## config.mk

```make
export PLATFORM = sky130hd
export DESIGN_NAME = alu_ctrl_stage
export DESIGN_NICKNAME = d
export VERILOG_FILES = /design/src/rtl/alu_ctrl_stage.sv
export SDC_FILE = /design/constraint.sdc
export NUM_CORES = 1
export LEC_CHECK = 0
export ABC_AREA = 1
export BUFFER_PORTS_ARGS = -buffer_cell sky130_fd_sc_hd__buf_2
export CAP_MARGIN = 20
export CELL_PAD_IN_SITES_DETAIL_PLACEMENT = 0
export CELL_PAD_IN_SITES_GLOBAL_PLACEMENT = 1
export CORE_MARGIN = 10
export CORE_UTILIZATION = 31
export CTS_CLUSTER_SIZE = 20
export DETAILED_ROUTE_END_ITERATION = 12
export PLACE_DENSITY_LB_ADDON = 0.1
export RECOVER_POWER = 50
export SYNTH_ARGS = -nofsm -noshare
export SYNTH_HDL_FRONTEND = slang
export SYNTH_SLANG_ARGS = --single-unit
```

## constraint.sdc

```tcl
create_clock -name clk -period 1.6 [get_ports clk]
set_clock_uncertainty 0.2 [all_clocks]
set_input_delay 0.24 -clock clk [delete_from_list [all_inputs] [get_ports clk]]
set_output_delay 0.24 -clock clk [all_outputs]
set_load 0.02 [all_outputs]
```

## src/rtl/alu_ctrl_stage.sv

```systemverilog
// ALU control producer: decodes ALUOp/funct/shamt and registers the result into ID/EX,
// with stall/flush handling, an illegal-funct trap state and a saturating illegal counter.
module alu_ctrl_stage #(
  parameter int CNT_W   = 8,
  parameter bit TRAP_EN = 1'b1
) (
  input  logic             clk,
  input  logic             rst_n,
  input  logic             id_valid,
  input  logic [1:0]       alu_op,
  input  logic [5:0]       funct,
  input  logic [4:0]       shamt,
  input  logic             stall,
  input  logic             flush,
  output logic             ex_valid,
  output logic [3:0]       ex_alu_control,
  output logic [31:0]      ex_shamt,
  output logic             ex_illegal,
  output logic             trapped,
  output logic [CNT_W-1:0] illegal_count
);

  typedef enum logic {
    ST_RUN  = 1'b0,
    ST_TRAP = 1'b1
  } state_e;

  state_e           state_q, state_d;
  logic             valid_q, valid_d;
  logic [3:0]       ctrl_q, ctrl_d;
  logic [4:0]       shamt_q, shamt_d;
  logic             illegal_q, illegal_d;
  logic             trapped_q, trapped_d;
  logic [CNT_W-1:0] count_q, count_d;

  logic [3:0]       dec_ctrl_s;
  logic             dec_illegal_s;

  // ALU control decode of the incoming ID-stage fields
  always_comb begin
    dec_ctrl_s    = 4'b0000;
    dec_illegal_s = 1'b0;
    case (alu_op)
      2'b00: dec_ctrl_s = 4'b0010;
      2'b01: dec_ctrl_s = 4'b0110;
      2'b11: dec_ctrl_s = 4'b0111;
      2'b10: begin
        case (funct)
          6'b100000: dec_ctrl_s = 4'b0010;
          6'b100010: dec_ctrl_s = 4'b0110;
          6'b100100: dec_ctrl_s = 4'b0000;
          6'b100101: dec_ctrl_s = 4'b0001;
          6'b101010: dec_ctrl_s = 4'b0111;
          6'b000000: dec_ctrl_s = 4'b0100;
          6'b000010: dec_ctrl_s = 4'b0101;
          default: begin
            dec_ctrl_s    = 4'b0000;
            dec_illegal_s = 1'b1;
          end
        endcase
      end
      default: begin
        dec_ctrl_s    = 4'b0000;
        dec_illegal_s = 1'b0;
      end
    endcase
  end

  // Next-state for the ID/EX registers, trap state and counter (flush > stall > load)
  always_comb begin
    state_d   = state_q;
    valid_d   = valid_q;
    ctrl_d    = ctrl_q;
    shamt_d   = shamt_q;
    illegal_d = illegal_q;
    count_d   = count_q;
    if (flush) begin
      state_d   = ST_RUN;
      valid_d   = 1'b0;
      illegal_d = 1'b0;
      ctrl_d    = 4'b0000;
    end else if (stall) begin
      state_d = state_q;
    end else if (state_q == ST_TRAP) begin
      // Trapped: nothing is accepted until a flush
      valid_d   = 1'b0;
      illegal_d = 1'b0;
    end else begin
      valid_d   = id_valid;
      ctrl_d    = dec_ctrl_s;
      shamt_d   = shamt;
      illegal_d = id_valid & dec_illegal_s;
      if (id_valid && dec_illegal_s) begin
        if (count_q != {CNT_W{1'b1}}) begin
          count_d = count_q + CNT_W'(1'b1);
        end else begin
          count_d = count_q;
        end
        if (TRAP_EN) begin
          state_d = ST_TRAP;
        end else begin
          state_d = ST_RUN;
        end
      end else begin
        count_d = count_q;
      end
    end
    trapped_d = (state_d == ST_TRAP);
  end

  // State and ID/EX register bank
  always_ff @(posedge clk or negedge rst_n) begin
    if (!rst_n) begin
      state_q   <= ST_RUN;
      valid_q   <= 1'b0;
      ctrl_q    <= 4'b0000;
      shamt_q   <= 5'b00000;
      illegal_q <= 1'b0;
      trapped_q <= 1'b0;
      count_q   <= {CNT_W{1'b0}};
    end else begin
      state_q   <= state_d;
      valid_q   <= valid_d;
      ctrl_q    <= ctrl_d;
      shamt_q   <= shamt_d;
      illegal_q <= illegal_d;
      trapped_q <= trapped_d;
      count_q   <= count_d;
    end
  end

  assign ex_valid       = valid_q;
  assign ex_alu_control = ctrl_q;
  assign ex_shamt       = {21'b0, shamt_q, 6'b0};
  assign ex_illegal     = illegal_q;
  assign trapped        = trapped_q;
  assign illegal_count  = count_q;

endmodule

```

==> summary.txt <==
Setup path
  • CP endpoint kind: flip-flop
  • Worst EP arrival: around 1.5 ns
  • Most common cell on crit path: nand3_4
  • Req. time, crit path: 1.60 ns
  • Sum of buffers and inverters on the critical path: 0
  • Crit path cell chain: ha_4 > nand3_4 > nor2_4 > nand3_4 > nand3_4 > nand2_1 > nand2_1
  • Critical setup path kind: flip-flop to flip-flop
  • Slowest CP cell: dfrtp_2
  • Slowest stage delay, CP: around 0.42 ns
  • Worst-path fanout max: 8
  • CP startpoint kind: flip-flop
  • CP delay by family, top: simple AND/OR/NAND/NOR gates

Flow run
  • Max Cap Viol: 0

Timing
  • Max Slew Vio Count: 0
  • Final hold violations: 0
  • Tcrit/Tclk final: 0.9258
  • Final Setup Violations: 0
  • Final hold slack: 0.04900 ns
  • Min Tclk post-route: approximately 1.5 ns
  • Max Fclk: 675.1 MHz
  • Setup TNS: 0 ns

Clock tree
  • Num CTS Buffers: 3
  • Worst skew pair latency: ~0.25 ns
  • Clock-pin slew on the worst setup and hold paths: 0.07 ns
  • Clock Sinks: 19
  • H-Tree Level Count: 1
  • CTS root buffer: clkbuf_8
  • Maximum buffer depth of the clock tree: 2
  • CTS tree: yes

Drt
  • Detailed Routing Iterations Pass 1: 4
  • # DRC: 0
  • ANT nets after route: 0
  • Wire per inst: between 10 and 15 µm
  • Via density: 4.335
  • Vias: about 1200
  • DR iter-0 viols: 69
  • WL final: 3421 µm

Finish
  • Commonest non-fill, non-tap cell in the layout: nand2_1
  • Most frequent cells in the layout: nand2_1, conb_1, buf_2
  • Non-Filler Instances: 269
  • Fin nets: around 240
  • Layout cells sized above 1: 0.2237
  • Area grow syn2layout: 22.31%
  • ANT cells: 0

Global routing
  • Largest net degree at the start of global routing: 20
  • First-pass GRT wire length: between 5000 and 6000 µm
  • Total track usage: 0.09406
  • Vias in the first global route: 1252
  • Global route total overflow: 0
  • Antenna violations before repair: 0

Logic synthesis
  • Post-synth top area share: 0.3654
  • Area leader, netlist: dfrtp_1
  • Count of cell types in the netlist: 22
  • Mapped cell area: 1301 µm²
  • Flops & latches, synth: 19
  • Post-Syn Instances: 169
  • Top post-synthesis cells by area: dfrtp_1, buf_4, nand2_1
  • Sequential cell area fraction in the yosys report: 0.3654
  • Syn avg cell area: 7.700 µm²
  • YS warnings: 0

Floorplanning
  • Core Region: 4029 µm²
  • I/O Pins: 65
  • # rows: 23
  • Die H: 84.79 µm
  • Initial Util: 0.3230
  • Die span in x: 84.79 µm
  • Die area: 7189 µm²

Power and ir drop
  • Power per cell area: approximately 810 nW/µm²
  • Worst VDD drop: approximately 450 µV
  • LEAKAGE: 0.0008753 µW

Placed design
  • DP Wirelength: 2683 µm
  • Port Buffers: 36
  • Dpl cells: 255
  • GP Congestion: between 0.8 and 0.9

Run status
  • Status: finished clean

Worst hold path
  • Hold Crit Class: primary input to flip-flop
==> synthesized netlist by cell type <==
| cell type | number |
|---|---|
| nand3_2 | 1 |
| a21oi_1 | 1 |
| ha_1 | 1 |
| conb_1 | 1 |
| nand2_1 | 53 |
| buf_4 | 28 |
| inv_1 | 14 |
| dfrtp_1 | 19 |
| nor2_4 | 2 |
| buf_6 | 2 |
| nand4_1 | 10 |
| inv_2 | 1 |
| nor2_1 | 10 |
| xor2_1 | 2 |
| nor2_2 | 1 |
| xnor2_1 | 1 |
| o21ai_0 | 4 |
| o21ai_1 | 3 |
| nand3_4 | 2 |
| nand3_1 | 10 |
| nor3_4 | 1 |
| nand3b_1 | 2 |
==> state kept, by name, indices dropped and copies added, names as in the netlist <==
signal,flops
trapped,1
ex_valid,1
ex_alu_control,3
ex_illegal,1
shamt_q,5
illegal_count,8
==> worst min-delay path, stage by stage <==
cell and delay, ns:
buf_2 0.10, inv_1 0.06, o21ai_1 0.06
==> repair_timing <==
| action | in CTS | in global routing |
|---|---|---|
| endpoints found under the hold margin | 24 | 0 |
| resized for setup | 0 | 4 |
| hold buffers | 6 | 0 |
| endpoints found under the setup margin | 0 | 8 |
| buffers inserted | 0 | 3 |
==> cell type report <==
| cell class | count | area (µm²) |
|---|---|---|
| fillers | 440 | 2437 |
| multi-input cells | 133 | 660.6 |
| flip-flops and latches | 19 | 478.0 |
| repair buffers | 48 | 289.0 |
| well taps | 50 | 62.56 |
| inverters | 15 | 56.30 |
| clock buffers | 4 | 45.04 |
==> power by group <==
group / internal, µW / total (µW) / switching [µW]
registers: 529 / 582 / 52.8
clock network: 177 / 332 / 155
logic: 125 / 367 / 242
==> metrics by stage <==
step	setup slack (ns)	util	power (µW)	cell area, µm²
finish	0.1187	0.3950	1281	1592
global route	-0.01165	0.3950	1375	1592
CTS	0.03450	0.3826	1258	1541
detailed placement	0.05042	0.3565	908.8	1436
global placement	0.07282	0.3565	907.6	1436
floorplan	0.003997	-	844.2	1404
==> cell families after synthesis <==
logic type / count (synthesis) / share of synthesized area
AO/OA/AOI/OAI: 8 / 0.03076
XOR/XNOR: 3 / 0.02020
adder cells (fa/ha/maj): 1 / 0.009614
buffers and inverters: 45 / 0.2221
flip-flops: 19 / 0.3654
other: 1 / 0.002882
AND/OR/NAND/NOR: 92 / 0.3490
==> path summary, 6_finish.rpt <==
check / to / start / cells after the start / slack (ns)
hold reg to reg: shamt_q[4] / shamt_q[4] / 2 / 0.27
hold / removal: ex_valid / id_valid / 3 / 0.05
setup reg to reg: illegal_count[2] / illegal_count[1] / 7 / 0.12
setup / recovery: illegal_count[2] / illegal_count[1] / 7 / 0.12
max in group asynchronous: illegal_count[1] / rst_n / 2 / 0.57
min in group asynchronous: ex_alu_control[0] / rst_n / 2 / 0.27
==> layer usage <==
layer,GRT usage,vias to the layer above,wire [µm]
met3,0.04638,0,303
met4,0.01347,0,0
met2,0.1620,45,1665
li1,-,586,-
met5,0,-,0
met1,0.1039,535,1452
No activity file was read; power rests on OpenSTA's default activity.
